$ cat src/rtl/cond_pkg.sv
// Shared definitions for the NZCV condition unit: flag bit positions, condition
// encodings and the single-lane condition evaluator.
package cond_pkg;

  localparam int FLAG_V = 0;
  localparam int FLAG_C = 1;
  localparam int FLAG_Z = 2;
  localparam int FLAG_N = 3;

  localparam logic [3:0] COND_EQ = 4'h0;
  localparam logic [3:0] COND_NE = 4'h1;
  localparam logic [3:0] COND_CS = 4'h2;
  localparam logic [3:0] COND_CC = 4'h3;
  localparam logic [3:0] COND_MI = 4'h4;
  localparam logic [3:0] COND_PL = 4'h5;
  localparam logic [3:0] COND_VS = 4'h6;
  localparam logic [3:0] COND_VC = 4'h7;
  localparam logic [3:0] COND_HI = 4'h8;
  localparam logic [3:0] COND_LS = 4'h9;
  localparam logic [3:0] COND_GE = 4'hA;
  localparam logic [3:0] COND_LT = 4'hB;
  localparam logic [3:0] COND_GT = 4'hC;
  localparam logic [3:0] COND_LE = 4'hD;
  localparam logic [3:0] COND_AL = 4'hE;

  // Encoding 4'hF has no dedicated meaning here and falls into the always-true default.
  function automatic logic cond_eval(input logic [3:0] cond, input logic [3:0] nzcv);
    logic n, z, c, v;
    logic r;
    n = nzcv[FLAG_N];
    z = nzcv[FLAG_Z];
    c = nzcv[FLAG_C];
    v = nzcv[FLAG_V];
    case (cond)
      COND_EQ: r = z;
      COND_NE: r = ~z;
      COND_CS: r = c;
      COND_CC: r = ~c;
      COND_MI: r = n;
      COND_PL: r = ~n;
      COND_VS: r = v;
      COND_VC: r = ~v;
      COND_HI: r = c & ~z;
      COND_LS: r = ~c | z;
      COND_GE: r = (n == v);
      COND_LT: r = (n != v);
      COND_GT: r = ~z & (n == v);
      COND_LE: r = z | (n != v);
      default: r = 1'b1;
    endcase
    return r;
  endfunction

endpackage

$ cat src/rtl/cond_eval_lane.sv
// Combinational condition check for one issue lane against the effective flags.
module cond_eval_lane
  import cond_pkg::*;
(
  input  logic [3:0] cond,
  input  logic [3:0] flags,
  output logic       pass
);

  assign pass = cond_eval(cond, flags);

endmodule

$ cat src/rtl/cond_flag_unit.sv
// NZCV flag holder with outstanding flag-op tracking and per-lane condition
// evaluation; lanes whose condition depends on unresolved flags are held off.
module cond_flag_unit
  import cond_pkg::*;
#(
  parameter int STATUS_W  = 32,
  parameter int FLAG_LSB  = 28,
  parameter int NUM_LANES = 2,
  parameter int MAX_PEND  = 3,
  parameter int BYPASS    = 1
) (
  input  logic                            clk,
  input  logic                            rst_n,
  input  logic                            flag_wr_en,
  input  logic [3:0]                      flag_wr_mask,
  input  logic [3:0]                      flag_wr_data,
  input  logic                            flag_wr_retire,
  input  logic                            pend_inc,
  input  logic [NUM_LANES-1:0]            lane_valid,
  input  logic [4*NUM_LANES-1:0]          lane_cond,
  output logic [NUM_LANES-1:0]            lane_ready,
  output logic [NUM_LANES-1:0]            lane_pass,
  output logic [NUM_LANES-1:0]            lane_pass_vld,
  output logic [STATUS_W-1:0]             status_reg_out,
  output logic [$clog2(MAX_PEND+1)-1:0]   pend_cnt,
  output logic                            pend_full,
  output logic                            err_ovf
);

  localparam int PCW = $clog2(MAX_PEND + 1);

  logic [3:0]           flags_q;
  logic [3:0]           wr_mask;
  logic [3:0]           flags_merged;
  logic [3:0]           flags_eff;
  logic                 ret;
  logic [PCW-1:0]       pend_eff;
  logic [PCW-1:0]       pend_nxt;
  logic                 ovf_set;
  logic [NUM_LANES-1:0] lane_res;

  assign wr_mask      = flag_wr_mask & {4{flag_wr_en}};
  assign flags_merged = (flags_q & ~wr_mask) | (flag_wr_data & wr_mask);
  assign pend_full    = (pend_cnt == PCW'(MAX_PEND));
  assign ret          = flag_wr_en & flag_wr_retire & (pend_cnt != '0);

  // With bypass, a retire landing this cycle already counts as resolved for the lanes.
  assign flags_eff = (BYPASS != 0) ? flags_merged : flags_q;
  assign pend_eff  = (BYPASS != 0) ? (pend_cnt - PCW'(ret)) : pend_cnt;

  always_comb begin
    pend_nxt = pend_cnt;
    ovf_set  = 1'b0;
    if (pend_inc && !ret) begin
      if (pend_full) ovf_set = 1'b1;
      else           pend_nxt = pend_cnt + PCW'(1);
    end else if (ret && !pend_inc) begin
      pend_nxt = pend_cnt - PCW'(1);
    end
  end

  for (genvar i = 0; i < NUM_LANES; i++) begin : g_lane
    logic [3:0] cond_i;
    assign cond_i = lane_cond[4*i +: 4];
    assign lane_ready[i] = lane_valid[i] & ((pend_eff == '0) | (cond_i[3:1] == 3'b111));
    cond_eval_lane u_eval (
      .cond  (cond_i),
      .flags (flags_eff),
      .pass  (lane_res[i])
    );
  end

  always_ff @(posedge clk or negedge rst_n) begin
    if (!rst_n) begin
      flags_q       <= '0;
      pend_cnt      <= '0;
      err_ovf       <= 1'b0;
      lane_pass     <= '0;
      lane_pass_vld <= '0;
    end else begin
      flags_q       <= flags_merged;
      pend_cnt      <= pend_nxt;
      err_ovf       <= err_ovf | ovf_set;
      lane_pass     <= lane_ready & lane_res;
      lane_pass_vld <= lane_ready;
    end
  end

  always_comb begin
    status_reg_out = '0;
    status_reg_out[FLAG_LSB +: 4] = flags_q;
  end

endmodule

$ cat config.mk
export PLATFORM = sky130hd
export DESIGN_NAME = cond_flag_unit
export DESIGN_NICKNAME = d
export VERILOG_FILES = /design/src/rtl/cond_pkg.sv /design/src/rtl/cond_eval_lane.sv /design/src/rtl/cond_flag_unit.sv
export SDC_FILE = /design/constraint.sdc
export NUM_CORES = 1
export LEC_CHECK = 0
export ABC_AREA = 1
export CORE_MARGIN = 5
export CORE_UTILIZATION = 43
export CTS_BUF_LIST = sky130_fd_sc_hd__clkbuf_8
export DETAILED_ROUTE_END_ITERATION = 7
export HOLD_SLACK_MARGIN = 0.12
export PLACE_DENSITY = 0.89
export SETUP_SLACK_MARGIN = 0.5
export SLEW_MARGIN = 20
export SYNTH_ARGS = -nofsm -noshare
export SYNTH_HDL_FRONTEND = slang
export SYNTH_SLANG_ARGS = --single-unit
$ cat constraint.sdc
create_clock -name clk -period 2.7 [get_ports clk]
set_clock_uncertainty 0.2 [all_clocks]
set_input_delay 0.675 -clock clk [delete_from_list [all_inputs] [get_ports clk]]
set_output_delay 0.675 -clock clk [all_outputs]
set_load 0.01 [all_outputs]
Word level (Yosys, flattened, before mapping)
Index checks and enable logic that the tools add are counted.

word-level totals
  register bits after elaboration = 11
  bits of input ports = 23
  output and inout bits = 42
  word-level logic and storage cells = 78

operators by class
  add/subtract/negate cells = 3
  equality and inequality tests = 32
  multiplexer cells = 7
  bitwise gates (word level) = 21
  reduce and logical (&&, ||, !) cells = 10

operators by type and width
  operator               count
  $eq A4 B4 Y1 const B   12
  $eq A4 B3 Y1 const B   8
  $pmux W1 S14           2
  $eq A4 B2 Y1 const B   4
  $and A4 B4 Y4          3
  $eq A4 B1 Y1 const B   2
  $logic_not A4 Y1       2
  $and A1 B1 Y1          6
  $eq A3 B3 Y1 const B   2
  $mux W2                3
  $or A1 B1 Y1           5
  $not A1 Y1             4
  $not A4 Y4             1
  $or A4 B4 Y4           1
  $reduce_bool A2 Y1     2
  $add A2 B1 Y2 const B  1
  $and A2 B2 Y2          1
  $eq A2 B2 Y1 const B   1
  $logic_and A1 B1 Y1    2
  $logic_not A1 Y1       2
  $logic_not A2 Y1       1
  $mux W1                2
  $ne A2 B2 Y1 const B   1
  $reduce_and A2 Y1      1
  4 further kinds        4

Logic depth before layout (Yosys ltp)
  depth after elaboration = 8
  gate-level depth with buffers = 11
  depth with buffers taken out = 11

By module
Synthesis repeated with hierarchy kept, for this count alone.

second synthesis, totals
  cells, all modules = 179
  area, all modules = 1114.8 um^2

modules (own cells, without submodules)
  module          times used  cells an instance  area each (um^2)  seq. area each (um^2)
  cond_flag_unit  1           79                 704.4             275.3
  cond_eval_lane  2           50                 205.2             0.0

Worst setup path before layout
No wires, ideal clock.

  path type = input to output
  start point = input port flag_wr_en
  end point = output port lane_ready[0]
  arrival = 1346 ps
  data required time = 1825 ps
  slack = 479 ps
  stages = 5
  path buffers = 1
  cell sequence = buf_6 -> nand2_1 -> a21oi_1 -> o21ai_0 -> inv_1

on the way
  word-level cells in the longest chain between the ends = 6

RTL lines
  element                     line                  text
  from (decl)                 cond_flag_unit.sv:14  input logic flag_wr_en,
  $and A1 B1 Y1 (2 in a row)  cond_flag_unit.sv:45  assign ret = flag_wr_en & flag_wr_retire & (pend_cnt != '0);
  $sub A2 B1 Y2               cond_flag_unit.sv:49  assign pend_eff = (BYPASS != 0) ? (pend_cnt - PCW'(ret)) : pend_cnt;
  $logic_not A2 Y1            cond_flag_unit.sv:65  assign lane_ready[i] = lane_valid[i] & ((pend_eff == '0) | (cond_i[3:1] == 3'b111));
  $or A1 B1 Y1                cond_flag_unit.sv:65
  $and A1 B1 Y1               cond_flag_unit.sv:65
  to (decl)                   cond_flag_unit.sv:21  output logic [NUM_LANES-1:0] lane_ready,

No other way between the ends.

Worst setup path after layout
  start point = input port flag_wr_retire
  end point = output port lane_ready[1]

on the way
  word-level cells in the longest chain between the ends = 6

RTL lines
  element                     line                  text
  from (decl)                 cond_flag_unit.sv:17  input logic flag_wr_retire,
  $and A1 B1 Y1 (2 in a row)  cond_flag_unit.sv:45
  $sub A2 B1 Y2               cond_flag_unit.sv:49
  $logic_not A2 Y1            cond_flag_unit.sv:65
  $or A1 B1 Y1                cond_flag_unit.sv:65
  $and A1 B1 Y1               cond_flag_unit.sv:65

No other way between the ends.

==> summary.txt <==
Power per cell area -> 571 nW/um^2
Detailed placement HPWL -> 2380 um
CTS buffer count -> 3
DIE WIDTH -> 62.4 um
Clock root cell -> clkbuf_8
Post-Synthesis Cells -> 178
Final Wtd Congestion -> 0.852
Min-Delay Path Class -> reg2reg
Antenna violations before repair -> 0
Num rows -> 19
Clock slew at reported path FFs -> 0.05 ns
WP data arrival -> 1.39 ns
Maximum root-to-sink buffer count -> 2
Status -> finished, final reports clean
Post-route setup slack -> 0.434 ns
Die area -> 3890 sq um
Maxcap violations -> 0
TritonRoute pass-1 iters -> 4
Post-DRT Antenna Nets -> 0
Unique cell type count in the Yosys netlist -> 20
RSZ-0062 raised after global routing -> true
Worst hold margin -> 0.300 ns
Number of remaining DRC errors -> 0
Final Util -> 70.0%
Synthesized area per cell -> 6.63 sq um
GRT overflow -> 0
Finished Cell Area -> 1880 sq um
CTS tree -> done
Synth Cell Area -> 1180 sq um
GRT Util Overall -> 18.9%
Final hold violation count -> 0
Critical path startpoint category -> primary input
Fill cells -> 197
Final wirelength -> 4400 um
DR vias/cell -> 5.08
Worst-skew pair later-pin latency -> 0.25 ns
Standby leakage power -> 1.04 nW
Layout Area Growth over Synthesis -> 59.4%
Worst Path Required -> 1.82 ns
First DRT Iteration DRCs -> 137
Clock sinks -> 11
Synth warn -> 0
H-tree Lvls -> 1
First-pass GRT wire length -> 6000 um
Initial Utilization -> 43.9%
Layout cell share with drive strength beyond 1 -> 37.0%
Max Transition Viols Final -> 0
FF+latch count, synth -> 11
Critical path class -> in2out
Final nets -> 278
Tot Pwr -> 1.07 mW
Die height -> 62.4 um
Fmax -> 441 MHz
Slew headroom -> 63.4%
Antenna cells -> 0
Crit end category -> output port
PortBufs -> 36
Fin crit share -> 83.9%
Crit path max fanout -> 2
Worst Tran Pin Value -> 0.547 ns
Sequential-to-total area share from yosys stat -> 23.3%
Non-Filler Instances -> 285
Via count of the first global-routing pass -> 1334
Dpl cell area -> 1550 sq um
Ports -> 65
Final setup violation count -> 0
CORE AREA -> 2690 sq um
Largest net degree at the start of global routing -> 12
WL/cell -> 15.4 um
VDD IR max -> 0.000705 V
Tmin final -> 2.27 ns
Setup WS pre-CTS -> -0.482 ns
DR vias -> 1449
Setup TNS -> 0 ns
Cells after DPL -> 255
cells by family (layout without fill, tap and decap cells):
logic type / after synthesis / in the layout / synth area share (%)
XOR/XNOR: 1 / 1 / 0.742
AND/OR/NAND/NOR: 102 / 102 / 43.8
buffers and inverters: 50 / 99 / 25.5
flip-flops: 11 / 11 / 23.3
AO/OA/AOI/OAI: 13 / 13 / 6.36
other: 1 / 28 / 0.318
worst max-delay path: stages:
cell,delay [ns]
buf_8,0.08
nand2_4,0.06
a21oi_4,0.15
buf_6,0.13
inv_4,0.03
nand2_2,0.05
nand2_2,0.05
inv_2,0.06
buf_6,0.10
final timing paths:
kind	from	to	slack, ns	cells after the start
min in group asynchronous	rst_n	flags_q[0]	0.58	1
max reg2reg	pend_cnt[1]	lane_pass_vld[1]	0.61	14
max in group asynchronous	rst_n	pend_cnt[0]	1.32	1
min	err_ovf	err_ovf	0.30	1
max	flag_wr_retire	lane_ready[1]	0.43	9
min reg2reg	err_ovf	err_ovf	0.30	1
sequential cells by signal, indices dropped and copies added, names as in the netlist:
name           count
flags_q            4
lane_pass          2
pend_cnt           2
lane_pass_vld      2
err_ovf            1
what timing repair did:
action | in CTS | in global routing
endpoints found under the setup margin | 5 | 7
setup buffers | 25 | 1
pin swaps | 7 | 6
gates resized for setup | 43 | 38
hold buffers | 0 | 0
Yosys cell counts:
cell type / n / area share [%]
a21oi_1: 4 / 1.7
a21oi_2: 2 / 1.5
buf_4: 28 / 18
buf_6: 1 / 0.95
conb_1: 1 / 0.32
dfrtp_1: 11 / 23
inv_1: 21 / 6.7
nand2_1: 44 / 14
nand2_2: 9 / 4.8
nand2_4: 5 / 4.8
nand3_1: 19 / 8.1
nand3_2: 5 / 4.2
nand3_4: 1 / 1.5
nand4_1: 1 / 0.53
nor2_1: 17 / 5.4
o21ai_0: 5 / 2.1
o21ai_1: 1 / 0.42
o21bai_1: 1 / 0.64
or2_2: 1 / 0.53
xor2_1: 1 / 0.74
where the power goes:
group / leakage, nW / internal [mW] / switching, mW
Combinational: 0.874 / 0.342 / 0.307
Sequential: 0.134 / 0.204 / 0.0460
Clock: 0.0269 / 0.100 / 0.0739
layer usage:
metal  part of all wire [%]  global-route usage [%]  vias to the layer above  wire length (um)
met5                      0                       0                        -                 0
met2                     51                    35.1                      110              2250
met4                    6.3                    10.3                        0               276
met3                    8.7                    3.96                       28               382
li1                       -                       -                      656                 -
met1                     34                    19.2                      655              1490
layout make-up:
| cell class | instances | area, sq um | share of cell area (%) |
|---|---|---|---|
| clock buffer | 3 | 41.3 | 2.20 |
| multi-input combinational | 144 | 774 | 41.2 |
| tap | 31 | 38.8 | 2.06 |
| clock inverter | 1 | 3.75 | 0.200 |
| sequential | 11 | 277 | 14.7 |
| timing repair buffer | 74 | 664 | 35.3 |
| inverter | 21 | 81.3 | 4.32 |
cell usage in the layout (no fill, tap or decap), drive strengths merged:
master / instances
nand2: 58
buf: 44
conb: 28
nand3: 25
inv: 22
clkdlybuf4s50: 21
nor2: 17
dfrtp: 11
a21oi: 6
o21ai: 6
clkbuf: 5
dlygate4sd2: 4
dlymetal6s2s: 2
nand4: 1
o21bai: 1
or2: 1
xor2: 1
clkdlybuf4s15: 1
Power figures use the tool's default switching activity.
==> patch 1 (config.mk and constraints unchanged) <==
Make the reset (`rst_n`) synchronous in one clocked block.
--- a/src/rtl/cond_flag_unit.sv
+++ b/src/rtl/cond_flag_unit.sv
@@ -71,5 +71,5 @@
   end
 
-  always_ff @(posedge clk or negedge rst_n) begin
+  always_ff @(posedge clk) begin
     if (!rst_n) begin
       flags_q       <= '0;
Check against the original RTL: differs if rst_n is asserted again (counterexample within 4 cycles, from zero or initial values and one cycle with rst_n low); with rst_n held inactive, the same outputs for 10 cycles.
==> patch 1 against the original RTL <==
Sequential cell count unchanged. Wire length down 28%. Worst setup slack better by 0.96 ps. Synthesized area down 5.7%. Non-clock buffer count down 16. Via count down 9.2%. Cell area down 12%. Count of clock-buffer cells in the layout unchanged.
Power is not compared: it rests on default switching activity, and its combinational part moved more than twofold at a synthesized area within 25%.
==> patch 1: results (changes against the original RTL) <==
| Metric | Value |
|---|---|
| List of most frequent post-synthesis cells | nand2_1 (62), nand3_1 (29), buf_4 (28) (was nand2_1 (44), buf_4 (28), inv_1 (21)) |
| R2R depth | 13 (was 14) |
| Outcome | completed (unchanged) |
| Synth top area cells | nand2_1 (21%), dfxtp_1 (20%), buf_4 (19%) (was dfrtp_1 (23%), buf_4 (18%), nand2_1 (14%)) |
| DRT met1 WL | 1220 um (was 1490 um) |
| Worst R2R Setup Slack | 720 ps (was 610 ps) |
| Dpl ws | -334 ps (was -482 ps) |
| Nets | 283 (was 278) |
| Met3 routed WL | 249 um (was 382 um) |
| Hold Crit Start | pend_cnt[0] (was err_ovf) |
| Reg-to-reg startpoint | pend_cnt[0] (was pend_cnt[1]) |
| Worst r2r dst | lane_pass[0] (was lane_pass_vld[1]) |
| DPL Wire Length | 2240 um (was 2380 um) |
| Proportion of layout cells with a drive suffix above 1 | 0.239 (was 0.370) |
| Xor/xnor cell area share of the yosys netlist | 0 (was 0.00742) |
| Final wirelength | 3170 um (was 4400 um) |
| Ys flop type | dfxtp_1 (was dfrtp_1) |
| Number of vias per cell | 4.55 (was 5.08) |
| FFs w/ async S/R, synth | 0 (was 1.00) |
| Placed Area | 1450 um2 (was 1550 um2) |
| Seq/Total Area, Yosys | 0.198 (was 0.233) |
| Fillcell total | 218 (was 197) |
| Met2 WL | 1660 um (was 2250 um) |
| Initial DRC Count | 83 (was 137) |
| Worst Hold Endpoint | pend_cnt[0] (was err_ovf) |
| Port-buffer cells | 36 (unchanged) |
| Netlist cell types | 13 (was 20) |
| Crit-path max FO | 3 (was 2) |
| Synth Area in Compound Gates | 0.0495 (was 0.0636) |
| Global-route wire length before repair | 4640 um (was 6000 um) |
| Vias in the first global route | 1113 (was 1334) |
[patch 1: kinds of logic (layout without fill, tap and decap cells)]
logic type | after synthesis | count (layout)
and+or+nand+nor | 120 | 120
AOI/OAI and AO/OA | 11 | 11
DFF | 11 | 11
other | 1 | 28
buffers and inverters | 56 | 89
[patch 1: layer usage]
layer  global-route usage  up-vias
met4               0.0464        0
met5                    0        -
li1                     -      676
met1                0.198      577
met3               0.0191        5
met2                0.293       57
[patch 1: layout make-up]
type	count	area, um2	area share
clock buffers	3	41.3	0.0249
clock inverters	1	3.75	0.00226
inverters	27	104	0.0626
multi-input cells	159	734	0.443
flip-flops and latches	11	221	0.134
well taps	30	37.5	0.0226
repair buffers	58	515	0.311
[patch 1: worst max path at each step]
stage | end | slack (ps) | cells past startpoint
after global routing | lane_ready[0] | 430 | 8
after floorplan | lane_ready[0] | 560 | 7
after CTS | lane_ready[1] | 460 | 8
final | lane_ready[0] | 440 | 8
after detailed placement | lane_ready[1] | -330 | 8
after global placement | lane_ready[1] | -300 | 8
[patch 1: timing repair]
action                                  4_1_cts  5_1_grt
endpoints found under the setup margin        5        6
hold endpoints to repair                      0        0
gates resized for setup                      44       21
setup buffers                                14        0
pin swaps                                     8        9
[patch 1: power groups by stage]
stage / combinational [mW] / clock [mW] / sequential [mW]
finish: 0.267 / 0.172 / 0.182
global route: 0.293 / 0.179 / 0.184
CTS: 0.246 / 0.172 / 0.182
detailed placement: 0.219 / 0 / 0.185
global placement: 0.217 / 0 / 0.185
floorplan: 0.148 / 0 / 0.190
[patch 1: stage by stage]
stage,cells,power [mW],hold WS [ps]
5_1_grt,289,0.655,304
2_1_floorplan,226,0.338,274
3_5_place_dp,271,0.404,254
4_1_cts,289,0.599,262
6_report,289,0.621,285
3_3_place_gp,271,0.402,242
[patch 1: worst max-delay path: stages]
cell and delay [ps]:
buf_6 100, nand2_4 70, inv_4 40, o21ai_4 180
nand2_1 90, nand2_1 80, inv_1 50, buf_6 120
==> patch 2 (config.mk and constraints unchanged) <==
Without the edit above. The parameter `BYPASS` goes from 1 to 0.
--- a/src/rtl/cond_flag_unit.sv
+++ b/src/rtl/cond_flag_unit.sv
@@ -8,5 +8,5 @@
   parameter int NUM_LANES = 2,
   parameter int MAX_PEND  = 3,
-  parameter int BYPASS    = 1
+  parameter int BYPASS    = 0
 ) (
   input  logic                            clk,
Formal check against the unedited RTL: not equivalent (Yosys sat finds a counterexample within 4 cycles, from zero or initial values and one cycle with rst_n low).
==> patch 2 against the original RTL <==
Sequential cell count unchanged. Total power decreased by 31%. Critical path depth decreased by 5. Count of clock-buffer cells in the layout unchanged. Wire length decreased by 31%. Synthesized area decreased by 22%. Cell area decreased by 24%. Worst setup slack got worse by 8.7 ps. Global-route usage decreased by 1.1 points. Core utilization increased by 1.0 points. Non-clock buffer count decreased by 17. Worst hold slack got worse by 15 ps. Clock power decreased by 6%. Synthesized cell count decreased by 25%. Critical endpoint unchanged. Largest power group unchanged.
==> patch 2: results (changes against the original RTL) <==
| Metric | Value |
|---|---|
| Critical Path Source | pend_cnt[1] (was flag_wr_retire) |
| Fin cells | 220 (was 285) |
| Crit-path max FO | 3 (was 2) |
| List of most frequent post-synthesis cells | nand2_1 (39), buf_4 (28), nand3_1 (18) (was nand2_1 (44), buf_4 (28), inv_1 (21)) |
| Flop pwr share | 0.281 (was 0.233) |
| Port-buffer cells | 36 (unchanged) |
| Worst vdd ir | 0.468 mV (was 0.705 mV) |
| Worst r2r dst | lane_pass[0] (was lane_pass_vld[1]) |
| Crit path DAT | 1400 ps |
| Largest net degree at the start of global routing | 12 (unchanged) |
| Dpl ws | -247 ps (was -482 ps) |
| Clk power | 0.164 mW (was 0.174 mW) |
| FFs w/ async S/R, synth | 1.00 (unchanged) |
| Placed Cells | 201 (was 255) |
| Worst R2R Setup Slack | 570 ps (was 610 ps) |
| Placer Congestion | 0.847 (was 0.852) |
| Final period utilization | 0.842 (was 0.839) |
| Synth top area cells | dfrtp_1 (30%), buf_4 (23%), nand2_1 (16%) (was dfrtp_1 (23%), buf_4 (18%), nand2_1 (14%)) |
| Slowest CP cell | dfrtp_1 (was a21oi_4) |
| Clk root buf | clkbuf_8 (unchanged) |
| Synth warn | 0 (unchanged) |
| Number of vias per cell | 4.66 (was 5.08) |
| Outcome | completed (unchanged) |
| Clock transition at path regs | 50 ps (about the same) |
| GRT Util Overall | 0.177 (was 0.189) |
| Global-route wire length before repair | 4510 um (was 6000 um) |
| Final wirelength | 3020 um (was 4400 um) |
| Synth area leader | dfrtp_1 (unchanged) |
| Fillcell total | 152 (was 197) |
| Proportion of layout cells with a drive suffix above 1 | 0.181 (was 0.370) |
| Met2 Resource Use GR | 0.319 (was 0.351) |
| Comb power frac | 0.496 (was 0.604) |
| TritonRoute pass-1 iters | 4 (unchanged) |
| Netlist cell types | 18 (was 20) |
| Post-Synthesis Cells | 133 (was 178) |
| Nets | 217 (was 278) |
| Placed Area | 1250 um2 (was 1550 um2) |
| Vias in the first global route | 964 (was 1334) |
| Initial DRC Count | 19 (was 137) |
| GRT met3 Usage | 0.0464 (was 0.0396) |
| Leakage power | 0.777 nW (was 1.04 nW) |
| Actual slew at the worst max-slew pin | 501 ps (was 547 ps) |
| Psw | 0.265 mW (was 0.427 mW) |
| DPL Wire Length | 1990 um (was 2380 um) |
| M1 GR Usage | 0.193 (was 0.192) |
| Initial antenna violation count | 0 (unchanged) |
| Slowest stage delay, CP | 400 ps (was 150 ps) |
| Seq/Total Area, Yosys | 0.300 (was 0.233) |
| Crit path max-delay family | flip-flops (was buffers and inverters) |
| R2R depth | 12 (was 14) |
| Final hold slack | 285 ps (was 300 ps) |
## patch 2: cell families after synthesis
kind of cell | after synthesis | share of synthesized area
buffers and inverters | 41 | 0.282
xor gates and xnor gates | 1 | 0.00954
and+or+nand+nor | 68 | 0.327
AOI/OAI and AO/OA | 11 | 0.0776
other | 1 | 0.00408
DFF | 11 | 0.300
## patch 2: routing by layer
layer,part of all wire,wire length (um)
met5,0,0
met4,0.018,54
met3,0.091,276
met2,0.51,1550
met1,0.38,1140
## patch 2: cell type report
type | instances | area [um2] | share of cell area
Inverter | 13 | 48.8 | 0.0343
Tap cell | 27 | 33.8 | 0.0238
Clock inverter | 1 | 3.75 | 0.00264
Multi-Input combinational cell | 108 | 510 | 0.359
Clock buffer | 3 | 41.3 | 0.0290
Sequential cell | 11 | 275 | 0.194
Timing Repair Buffer | 57 | 508 | 0.357
## patch 2: timing repair
action,4_1_cts,5_1_grt
pin swaps,3,4
setup endpoints to repair,3,3
setup buffers,11,4
resized for setup,20,5
